## config.mk

```make
export PLATFORM = sky130hd
export DESIGN_NAME = debug_dump_sequencer
export DESIGN_NICKNAME = d
export VERILOG_FILES = /design/src/rtl/debug_dump_pkg.sv /design/src/rtl/dump_byte_serializer.sv /design/src/rtl/debug_dump_sequencer.sv
export SDC_FILE = /design/constraint.sdc
export NUM_CORES = 1
export LEC_CHECK = 0
export BUFFER_PORTS_ARGS = -buffer_cell sky130_fd_sc_hd__buf_2
export CORE_MARGIN = 2
export CORE_UTILIZATION = 58
export CTS_CLUSTER_DIAMETER = 30
export DETAILED_ROUTE_END_ITERATION = 8
export PLACE_DENSITY = 0.95
export RECOVER_POWER = 100
export SYNTH_ARGS = -nofsm -noshare
export SYNTH_HDL_FRONTEND = slang
export SYNTH_SLANG_ARGS = --single-unit
```

## constraint.sdc

```tcl
create_clock -name clk -period 2.83 [get_ports clk]
set_input_delay 0.1415 -clock clk [delete_from_list [all_inputs] [get_ports clk]]
set_output_delay 0.1415 -clock clk [all_outputs]
set_load 0.01 [all_outputs]
```

## src/rtl/debug_dump_pkg.sv

```systemverilog
// Shared types and constants for the debug dump sequencer.
// DEBUG_DUMP_HEADER_EN adds the HDR state for the 4-byte dump header.
package debug_dump_pkg;

    typedef enum logic [2:0] {
        S_IDLE,
        S_ADDR,
        S_WAIT,
        S_LOAD,
        S_SEND,
`ifdef DEBUG_DUMP_HEADER_EN
        S_HDR,
`endif
        S_DONE
    } state_t;

    localparam logic [1:0] SRC_IMEM = 2'b10;
    localparam logic [1:0] SRC_DMEM = 2'b11;
    localparam logic [7:0] HDR_SYNC = 8'hA5;

    function automatic logic [2:0] bytes_per_word(input logic [1:0] src);
        return (src == SRC_IMEM) ? 3'd2 : 3'd1;
    endfunction

endpackage

```

## src/rtl/dump_byte_serializer.sv

```systemverilog
// Up to 4-byte load buffer drained MSB first over a valid/ready stream.
// Outputs decode only registers, so ready never reaches them combinationally.
module dump_byte_serializer (
    input  logic        clk,
    input  logic        reset,
    input  logic        load,
    input  logic [31:0] load_data,
    input  logic [2:0]  load_n,
    input  logic        ready,
    output logic        valid,
    output logic [7:0]  data,
    output logic        last
);

    logic [31:0] buffer;
    logic [2:0]  left;

    assign valid = (left != 3'd0);
    assign last  = (left == 3'd1);
    assign data  = buffer[31:24];

    always_ff @(posedge clk) begin
        if (reset) begin
            buffer <= '0;
            left   <= '0;
        end else if (load) begin
            buffer <= load_data;
            left   <= load_n;
        end else if (valid && ready) begin
            buffer <= {buffer[23:0], 8'h00};
            left   <= left - 3'd1;
        end
    end

endmodule

```

## src/rtl/debug_dump_sequencer.sv

```systemverilog
// Walks one debug read port over an address range and streams the words as bytes.
// DEBUG_DUMP_HEADER_EN prefixes each dump with a 4-byte header.
module debug_dump_sequencer #(
    parameter int DATA_W     = 8,
    parameter int INST_W     = 16,
    parameter int D_ADDR_W   = 12,
    parameter int I_ADDR_W   = 12,
    parameter int ADDR_W     = 12,
    parameter int RD_LATENCY = 1
) (
    input  logic                clk,
    input  logic                reset,
    input  logic                start,
    input  logic [1:0]          src_sel,
    input  logic [ADDR_W-1:0]   base_addr,
    input  logic [ADDR_W:0]     count,
    output logic                busy,
    output logic                done,
    output logic                debug_enable,
    output logic [3:0]          reg_debug_addr,
    output logic [D_ADDR_W-1:0] dmem_debug_addr,
    output logic [I_ADDR_W-1:0] imem_debug_addr,
    input  logic [DATA_W-1:0]   reg_debug_rdata,
    input  logic [DATA_W-1:0]   dmem_debug_rdata,
    input  logic [INST_W-1:0]   imem_debug_rdata,
    output logic [7:0]          tx_data,
    output logic                tx_valid,
    input  logic                tx_ready
);
    import debug_dump_pkg::*;

    localparam logic [7:0] WAIT_LAST = 8'(RD_LATENCY - 1);

    state_t              state;
    logic [ADDR_W-1:0]   addr;
    logic [ADDR_W:0]     left;
    logic [1:0]          src;
    logic [7:0]          wait_cnt;
    logic                ser_load;
    logic [31:0]         ser_data;
    logic [2:0]          ser_n;
    logic                ser_last;
    logic                byte_done;
    logic [DATA_W-1:0]   word8;

    assign debug_enable = busy;
    assign byte_done    = tx_valid && tx_ready && ser_last;
    assign word8        = (src == SRC_DMEM) ? dmem_debug_rdata : reg_debug_rdata;

    always_comb begin
        ser_load = 1'b0;
        ser_data = '0;
        ser_n    = '0;
        if (state == S_LOAD) begin
            ser_load = 1'b1;
            ser_n    = bytes_per_word(src);
            if (src == SRC_IMEM)
                ser_data = {imem_debug_rdata, {(32-INST_W){1'b0}}};
            else
                ser_data = {word8, {(32-DATA_W){1'b0}}};
        end
`ifdef DEBUG_DUMP_HEADER_EN
        // Header is loaded on the accepting edge, straight from the inputs.
        if (state == S_IDLE && start) begin
            ser_load = 1'b1;
            ser_n    = 3'd4;
            ser_data = {HDR_SYNC, 6'b0, src_sel, 4'b0,
                        base_addr[11:8], base_addr[7:0]};
        end
`endif
    end

    dump_byte_serializer u_ser (
        .clk       (clk),
        .reset     (reset),
        .load      (ser_load),
        .load_data (ser_data),
        .load_n    (ser_n),
        .ready     (tx_ready),
        .valid     (tx_valid),
        .data      (tx_data),
        .last      (ser_last)
    );

    always_ff @(posedge clk) begin
        if (reset) begin
            state           <= S_IDLE;
            busy            <= 1'b0;
            done            <= 1'b0;
            addr            <= '0;
            left            <= '0;
            src             <= '0;
            wait_cnt        <= '0;
            reg_debug_addr  <= '0;
            dmem_debug_addr <= '0;
            imem_debug_addr <= '0;
        end else begin
            done <= 1'b0;
            unique case (state)
                S_IDLE: if (start) begin
                    src  <= src_sel;
                    addr <= base_addr;
                    left <= count;
                    busy <= 1'b1;
`ifdef DEBUG_DUMP_HEADER_EN
                    state <= S_HDR;
`else
                    if (count == '0) begin
                        state <= S_DONE;
                        done  <= 1'b1;
                    end else begin
                        state <= S_ADDR;
                    end
`endif
                end
`ifdef DEBUG_DUMP_HEADER_EN
                S_HDR: if (byte_done) begin
                    if (left == '0) begin
                        state <= S_DONE;
                        done  <= 1'b1;
                    end else begin
                        state <= S_ADDR;
                    end
                end
`endif
                S_ADDR: begin
                    reg_debug_addr  <= addr[3:0];
                    dmem_debug_addr <= addr[D_ADDR_W-1:0];
                    imem_debug_addr <= addr[I_ADDR_W-1:0];
                    wait_cnt        <= '0;
                    state           <= S_WAIT;
                end
                S_WAIT: begin
                    if (wait_cnt == WAIT_LAST)
                        state <= S_LOAD;
                    else
                        wait_cnt <= wait_cnt + 8'd1;
                end
                S_LOAD: state <= S_SEND;
                S_SEND: if (byte_done) begin
                    if (left == {{ADDR_W{1'b0}}, 1'b1}) begin
                        state <= S_DONE;
                        done  <= 1'b1;
                    end else begin
                        left  <= left - 1'b1;
                        addr  <= addr + 1'b1;
                        state <= S_ADDR;
                    end
                end
                S_DONE: begin
                    busy  <= 1'b0;
                    state <= S_IDLE;
                end
                default: state <= S_IDLE;
            endcase
        end
    end

endmodule

```

Yosys cells after proc, flatten, opt, wreduce, memory -nomap -nowiden
Cells that the tools add are included.
{ "word_totals": {"register_bits": 91, "romBits": 0, "elab_cells": 77, "in_bits": 63, "latch_bits": 0, "mem_bits_rw": 0, "mem_count": 0, "output_inout_bits": 40} }
{ "op_classes": {"magnitude_cmp": 0, "n_bitwise": 0, "n_shift": 0, "multipliers": 0, "reduce_logical": 15, "add_sub_neg": 4, "eq_ne": 14, "n_mux": 33, "div_mod_pow": 0} }
{ "ops": {"columns": ["cell", "count"], "rows": [
  ["$mux W32", 4],
  ["$mux W13", 3],
  ["$mux W12", 3],
  ["$pmux W13 S2", 1],
  ["$pmux W12 S2", 1],
  ["$mux W3", 7],
  ["$mux W8", 2],
  ["$pmux W8 S2", 1],
  ["$pmux W3 S5", 1],
  ["$eq A13 B1 Y1 const B", 1],
  ["$logic_not A13 Y1", 1],
  ["$sub A13 B1 Y13 const B", 1],
  ["$add A12 B1 Y12 const B", 1],
  ["$ne A2 B2 Y1 const B", 5],
  ["$add A8 B1 Y8 const B", 1],
  ["$logic_not A8 Y1", 1],
  ["$reduce_bool A2 Y1", 4],
  ["$eq A3 B1 Y1 const B", 2],
  ["$eq A3 B2 Y1 const B", 2],
  ["$eq A3 B3 Y1 const B", 2],
  ["$mux W1", 6],
  ["$reduce_and A2 Y1", 3],
  ["$eq A2 B2 Y1 const B", 2],
  ["$mux W2", 2],
  ["7 further kinds", 9]
]} }

Longest topological paths before layout
Gate-level depths: netlist (run 1).
{ "logic_depth": {"ltp_word": 5, "mapped_depth": 8, "depth_no_buf": 6} }

By module
Synthesis (run 1) repeated with hierarchy kept, for this count alone.
{ "unflattened": {"hier_cells": 624, "hier_area_um2": 5252.5} }
{ "modules_own_cells": {"columns": ["mod", "n_inst", "cells_per_inst", "seq_area_each_um2", "area_each_um2"], "rows": [
  ["debug_dump_sequencer", 1, 414, 1041.0, 3306.9],
  ["dump_byte_serializer", 1, 210, 700.7, 1945.6]
]} }

Least setup slack after synthesis (run 1)
OpenSTA, ideal clock, no wires.
{ "synth_path": {"path_type": "reg2reg", "from": "register u_ser.left[0]", "to": "register addr[10]", "arrival_time_ns": 1.757, "setup_ns": 0.134, "stages_incl_launch_ff": 8, "setup_slack_ns": 0.939, "required_ns": 2.696, "n_path_buf": 1, "period_less_slack_ns": 1.891, "path_cell_list": "dfxtp_1 -> inv_1 -> ha_1 -> nand4bb_1 -> o21a_1 -> buf_6 -> o311ai_0 -> o31ai_1"} }
{ "synth_via": {"elab_chain_len": 5, "elab_cells_between_ends": 6, "cone_classes": "2 x eq/ne; 4 x reduce/logical"} }
{ "synth_rtl": {"columns": ["element", "line", "text"], "rows": [
  ["from (decl)", "dump_byte_serializer.sv:16", "logic [2:0] left;"],
  ["from (signal assigned)", "dump_byte_serializer.sv:28", "left <= load_n;"],
  ["from (signal assigned)", "dump_byte_serializer.sv:31", "left <= left - 3'd1;"],
  ["$reduce_bool A3 Y1", "dump_byte_serializer.sv:18", "assign valid = (left != 3'd0);"],
  ["$logic_and A1 B1 Y1", "debug_dump_sequencer.sv:47", "assign byte_done = tx_valid && tx_ready && ser_last;"],
  ["$logic_and A1 B1 Y1 (*)", "debug_dump_sequencer.sv:47", null],
  ["$ne A2 B2 Y1 (no source line) (*)", null, null],
  ["$reduce_and A4 Y1 (no source line) (*)", null, null],
  ["to (signal assigned)", "debug_dump_sequencer.sv:102", "addr <= base_addr;"],
  ["to (signal assigned)", "debug_dump_sequencer.sv:146", "addr <= addr + 1'b1;"],
  ["to (decl)", "debug_dump_sequencer.sv:35", "logic [ADDR_W-1:0] addr;"]
]} }
Mark *: on every way between the ends. The rest lies on a longest branch, timed or not.
A chain may end at the register's enable or synchronous reset.

Worst setup path in the final report (run 1)
{ "layout_path": {"from": "register state[0]", "to": "register addr[10]"} }
{ "layout_via": {"elab_chain_len": 3, "elab_cells_between_ends": 8, "cone_classes": "4 x eq/ne; 1 x mux; 3 x reduce/logical"} }
{ "layout_rtl": {"columns": ["element", "line", "text"], "rows": [
  ["from (decl)", "debug_dump_sequencer.sv:34", "state_t state;"],
  ["from (signal assigned)", "debug_dump_sequencer.sv:87", "state <= S_IDLE;"],
  ["from (signal assigned)", "debug_dump_sequencer.sv:109", "state <= S_DONE;"],
  ["from (signal assigned)", "debug_dump_sequencer.sv:112", "state <= S_ADDR;"],
  ["$eq A3 B3 Y1 or $logic_not A3 Y1 (tied branches)", "debug_dump_sequencer.sv:99", "unique case (state)"],
  ["$ne A2 B2 Y1 (no source line) or $reduce_bool A2 Y1 (tied branches)", null, null],
  ["$reduce_and A4 Y1 (no source line)", null, null]
]} }
Parallel ways exist; a longest one is shown, timed or not.

==> metrics.md, run 1 <==
| Metric | Value |
|---|---|
| Final setup fails | `0` |
| Setup CP Type | `register to register` |
| Worst slew pin tran | `1090 ps` |
| CTS buffer count | `9` |
| Final Worst Setup Slack | `405 ps` |
| DRC | `0` |
| Final WL | `10.8 mm` |
| Crit Path Max Fanout | `24` |
| Simple-Gate Fraction of Synth Area | `0.226` |
| Setup_tns | `0 ps` |
| CTS tree | `done` |
| CP cell instances | `or4b_1 -> o21a_1 -> o311ai_0 -> o31ai_1` |
| Max Slew Vio Count | `0` |
| Hold path startpoint | `imem_debug_rdata[0]` |
| Die area | `7670 µm²` |
| Die width | `87.6 µm` |
| GRT Total Usage | `0.280` |
| First-pass GRT wire length | `17.2 mm` |
| Post-DRT Antenna Nets | `0` |
| Fin util | `0.663` |
| Critical Path AT | `2640 ps` |
| Post-Synthesis Cells | `499` |
| CP max stage delay | `670 ps` |
| H-tree levels | `3` |
| Clk sinks | `71` |
| Reg2Reg Setup Slack | `400 ps` |
| Area leader, netlist | `dfxtp_1` |
| FF-to-FF Start | `state[0]` |
| Final Hold Viols | `0` |
| Slew HR | `0.270` |
| Post-CTS Resized | `0` |
| Routed via count | `4140` |
| Final period util | `0.857` |
| Routed length per instance | `16.4 µm` |
| Layout net count | `632` |
| #FFs+latches synth | `71` |
| Crit path buf inv count | `0` |
| Critical path startpoint | `state[0]` |
| Detailed Place HPWL | `7.45 mm` |
| Overflow after GRT | `0` |
| Synth Area in Adders | `0.0247` |
| Top post-synthesis cells by area | `dfxtp_1, nand2_1, a21oi_1` |
| Clk buf depth | `2` |
| Antenna Cells | `0` |
| Min cycle time layout | `2430 ps` |
| Placed cell area | `4380 µm²` |
| GPL Wtd Cong | `0.934` |
| Crit path launch type | `register` |
| Int Power | `1730 µW` |
| RSZ-0062 raised after global routing | `false` |
| Comb pwr share | `0.248` |
| Power, Total | `2640 µW` |
| Required @ worst endpoint | `3040 ps` |
| Predominant post-synthesis flop cell | `dfxtp_1` |
| Peak VDD IR | `655 µV` |
| Mapped Area | `4050 µm²` |
| P per Cell Area | `587 nW/µm²` |
| Slowest cell on crit path | `or4b_1` |
| Fmax | `412 MHz` |
| Status | `complete, no violations` |
| Vias in the first global route | `3582` |
| Finished Cell Area | `4500 µm²` |
| Setup bufs post-CTS | `0` |
| Sequential power share | `0.449` |
| Top cell family by delay on the critical path | `compound AO/OA/AOI/OAI gates` |
| Most frequent cells after synthesis | `dfxtp_1, nand2_1, nor2_1, a21oi_1, buf_4` |
| Die height | `87.6 µm` |
| Dpl ws | `530 ps` |
| Mux share of post-synthesis cell area | `0.0247` |
| Most frequent cell after synthesis | `dfxtp_1` |
| Switching part of the total | `0.345` |
| Largest net degree at the start of global routing | `56` |
| P_leak | `0.00165 µW` |
| Synthesis-to-layout area growth | `11.2%` |
| Cell variety after synth | `56` |
| Net Count, Synth | `570` |
| Synth Area in XOR/XNOR | `0.0130` |
| Post-synthesis sequential area ratio | `0.351` |
| Post-CTS Hold Buffers | `0` |
| Net Sw Power | `910 µW` |
| Initial core utilization | `0.596` |
| DRT Pass-1 Iters | `5` |
| Initial DRC Count | `452` |
| Share of cells above drive strength 1 | `0.163` |
| Asr flop ratio synth | `0` |
| Endpoint class of the critical path | `register` |
| Ys Warns | `0` |
| Root Buffer Master | `clkbuf_8` |
| Post-synth EDFFs | `0` |
| Worst-path clk slew | `80 ps` |
| Synth Area per Inst | `8.12 µm²` |
| Top cell type's share of synthesized area | `0.351` |
| Initial antenna violation count | `0` |
| Core area | `6790 µm²` |
| Max cap viols | `0` |
| Clock Latency Late Sink | `350 ps` |
| Row count | `30` |
| I/O pin total | `103` |
| Final Skew | `10.1 ps` |
| Clk pwr share | `0.303` |
| Worst min-delay path class | `input port to register` |
| Vias per Instance | `6.25` |
| Port Buffers | `102` |
| Compound-Gate Fraction of Synth Area | `0.253` |
| Largest family of logic cells by synthesized area | `compound AO/OA/AOI/OAI gates` |
==> logic make-up (layout without fill, tap and decap cells) <==
kind of cell | Yosys count | count (layout)
buf+inv | 76 | 143
mux | 10 | 10
flops | 71 | 71
xor+xnor | 6 | 6
fa+ha+maj | 8 | 8
compound gates | 145 | 145
simple gates | 183 | 183
==> placed cells by master (no fill, tap or decap), drive strengths merged, types with 6 or more instances in the layout <==
cell type and count:
a31oi 9, and2 9, ha 8, nand2 66, o31ai 19, o311ai 14, clkbuf 51, nand4 10
a311oi 12, a22oi 10, nor3 9, mux2i 10, and3 6, inv 15, nor3b 7, dfxtp 71
buf 71, nand3 9, nor2 45, o21ai 7, a21oi 40
==> per-layer routing <==
metal / global-route usage / share of wire / vias to the layer above
li1: - / - / 1944
met1: 0.366 / 0.41 / 1953
met2: 0.459 / 0.49 / 214
met3: 0.0528 / 0.076 / 29
met4: 0.108 / 0.023 / 0
met5: 0 / 0 / -
==> metrics by stage <==
stage,cells,hold slack [ps]
after floorplan,499,278
after global placement,646,376
after detailed placement,646,383
after CTS,662,13.1
after global routing,662,36.0
final,662,22.5
==> tightest hold or removal path, delay by kind of cell <==
kind	cells	cell delay, ps
buf+inv	1	70
simple gates	1	70
compound gates	1	50
==> sequential cells by signal, indices dropped and copies added (netlist names) <==
name / count
src: 2
imem_debug_addr: 9
left: 13
state: 3
u_ser.buffer: 16
u_ser.left: 3
wait_cnt: 8
busy: 1
reg_debug_addr: 3
addr: 12
done: 1
==> final timing paths <==
| path | to | cells past startpoint |
|---|---|---|
| setup / recovery | addr[10] | 4 |
| setup reg to reg | addr[10] | 4 |
| hold / removal | u_ser.buffer[16] | 3 |
| hold reg to reg | imem_debug_addr[6] | 2 |
==> power by group through the flow <==
stage	registers (µW)	clock network, µW	logic, µW
floorplan	1170	0	519
global placement	1200	0	628
detailed placement	1200	0	649
CTS	1180	802	658
global route	1200	842	725
finish	1190	801	655
==> layout make-up <==
class	count	area, µm²
timing repair buffer	112	532
inverter	15	56.3
multi-input combinational	352	2190
clock inverter	6	61.3
sequential	71	1420
fill	559	2290
tap	96	120
clock buffer	10	128
(Power assumes the default switching activity.)
==> run 2, diff against run 1 <==
CORE_UTILIZATION = 55   (was 58)
PLACE_DENSITY = 0.92   (was 0.95)
==> run 2 against run 1 <==
Compared with the run above: combinational power is 2% higher; core utilization is 2.7 points lower; clock-buffer cell count is 1 higher; global-route usage is 1.3 points lower; cell count is 0.60% higher; highest routed layer unchanged; total power is 7.5% higher; hold slack worse by 5.9 ps; register-to-register slack worse by 60 ps.
==> metrics.md, run 2 (synthesis results as in run 1) <==
| Metric | Value |
|---|---|
| Clk buf depth | `2` |
| Final Hold Viols | `0` |
| I/O pin total | `103` |
| Post-DRT Antenna Nets | `0` |
| P_leak | `0.00167 µW` |
| Layout net count | `633` |
| Root Buffer Master | `clkbuf_8` |
| CP max stage delay | `580 ps` |
| DRT Pass-1 Iters | `7` |
| Max cap viols | `0` |
| Largest net degree at the start of global routing | `39` |
| Port Buffers | `102` |
| Vias in the first global route | `3745` |
| RSZ-0062 raised after global routing | `false` |
| Clock Latency Late Sink | `360 ps` |
| Core area | `7180 µm²` |
| Routed length per instance | `16.3 µm` |
| Regs by FF count | `u_ser.buffer x16, left x13, addr x12` |
| Final setup fails | `0` |
| Overflow after GRT | `0` |
| Finished Layout Cells | `666` |
| Setup CP Type | `register to register` |
| Switching part of the total | `0.324` |
| Fin util | `0.636` |
| Most flop-heavy register | `u_ser.buffer` |
| Min cycle time layout | `2490 ps` |
| Final WL | `10.8 mm` |
| Setup bufs post-CTS | `0` |
| Post-CTS Hold Buffers | `0` |
| Peak VDD IR | `507 µV` |
| CP cell instances | `inv_1 -> ha_1 -> nand4bb_1 -> o21a_1 -> o311ai_0 -> o31ai_1` |
| Top cell family by delay on the critical path | `compound AO/OA/AOI/OAI gates` |
| Leading cell types in the layout, fill and taps excluded | `dfxtp_1, nand2_1, buf_2, nor2_1, clkbuf_1` |
| Clk pwr share | `0.347` |
| Net Sw Power | `919 µW` |
| Critical Path AT | `2720 ps` |
| Max Slew Vio Count | `0` |
| GRT Total Usage | `0.266` |
| Fmax | `402 MHz` |
| Antenna Cells | `0` |
| Int Power | `1920 µW` |
| Share of cells above drive strength 1 | `0.164` |
| Post-CTS Resized | `0` |
| Endpoint class of the critical path | `register` |
| Worst slew pin tran | `1070 ps` |
| Initial antenna violation count | `0` |
| Comb pwr share | `0.236` |
| Required @ worst endpoint | `3060 ps` |
| Die width | `89.8 µm` |
| P per Cell Area | `622 nW/µm²` |
| Final Worst Setup Slack | `344 ps` |
| Final period util | `0.878` |
| Most common cell after layout, fill and taps aside | `dfxtp_1` |
| Detailed Place HPWL | `7.55 mm` |
| Initial core utilization | `0.565` |
| Worst-path clk slew | `80 ps` |
| Row count | `31` |
| Final Skew | `15.9 ps` |
| H-tree levels | `3` |
| DRC | `0` |
| DP Cell Count | `650` |
| Worst min-delay path class | `input port to register` |
| Status | `complete, no violations` |
| Slew HR | `0.285` |
| Synthesis-to-layout area growth | `12.7%` |
| Initial DRC Count | `502` |
| GPL Wtd Cong | `0.902` |
| Routed via count | `4078` |
| CTS tree | `done` |
| Clk sinks | `71` |
| Die height | `89.8 µm` |
| Power, Total | `2840 µW` |
| CTS buffer count | `9` |
| Vias per Instance | `6.12` |
| Setup_tns | `0 ps` |
| Crit path buf inv count | `1` |
| First-pass GRT wire length | `17.8 mm` |
| Dpl ws | `490 ps` |
| Slowest cell on crit path | `o21a_1` |
| Crit Path Max Fanout | `24` |
| Sequential power share | `0.418` |
| Crit path launch type | `register` |
| Die area | `8070 µm²` |
| Max reg flops | `16` |
[run 2: changes by cell type in the layout (fill, tap and decap cells not counted)]
| cell | delta |
|---|---|
| clkinv_2 | -3 |
| clkbuf_2 | +1 |
| bufinv_16 | +2 |
| buf_4 | +1 |
[run 2: cell type report]
| type | instances | area [µm²] |
|---|---|---|
| clock buffers | 11 | 131 |
| clock inverters | 5 | 106 |
| fillers | 593 | 2610 |
| inverters | 15 | 56.3 |
| multi-input cells | 352 | 2190 |
| flip-flops and latches | 71 | 1420 |
| well taps | 99 | 124 |
| repair buffers | 113 | 541 |
[run 2: per-stage QoR]
| stage | cell area [µm²] | hold slack, ps |
|---|---|---|
| 2_1_floorplan | 4050 | 278 |
| 3_3_place_gp | 4390 | 381 |
| 3_5_place_dp | 4390 | 383 |
| 4_1_cts | 4630 | 14.1 |
| 5_1_grt | 4570 | 30.3 |
| 6_report | 4570 | 16.6 |
[run 2: path summary, 6_finish.rpt]
path / start / endpoint / slack (ps) / depth (start not counted)
worst max-delay path: u_ser.left[0] / left[5] / 340 / 6
worst min-delay path: imem_debug_rdata[7] / u_ser.buffer[23] / 20 / 3
worst max register to register: u_ser.left[0] / left[5] / 340 / 6
worst min register to register: imem_debug_addr[10] / imem_debug_addr[10] / 470 / 2
[run 2: per-layer routing]
layer | GRT usage | wire (µm) | up-vias
li1 | - | - | 1942
met1 | 0.342 | 4350 | 1885
met2 | 0.446 | 5340 | 220
met3 | 0.0411 | 887 | 31
met4 | 0.114 | 245 | 0
met5 | 0 | 0 | -
[run 2: worst min-delay path, cell delays in order]
cell and delay [ps]:
buf_2 80, a22oi_1 50, nor2_1 70
[run 2: power by group through the flow]
stage / Combinational (µW) / Clock, µW / Sequential, µW
2_1_floorplan: 519 / 0 / 1170
3_3_place_gp: 634 / 0 / 1200
3_5_place_dp: 664 / 0 / 1200
4_1_cts: 669 / 988 / 1180
5_1_grt: 732 / 1030 / 1200
6_report: 670 / 984 / 1190
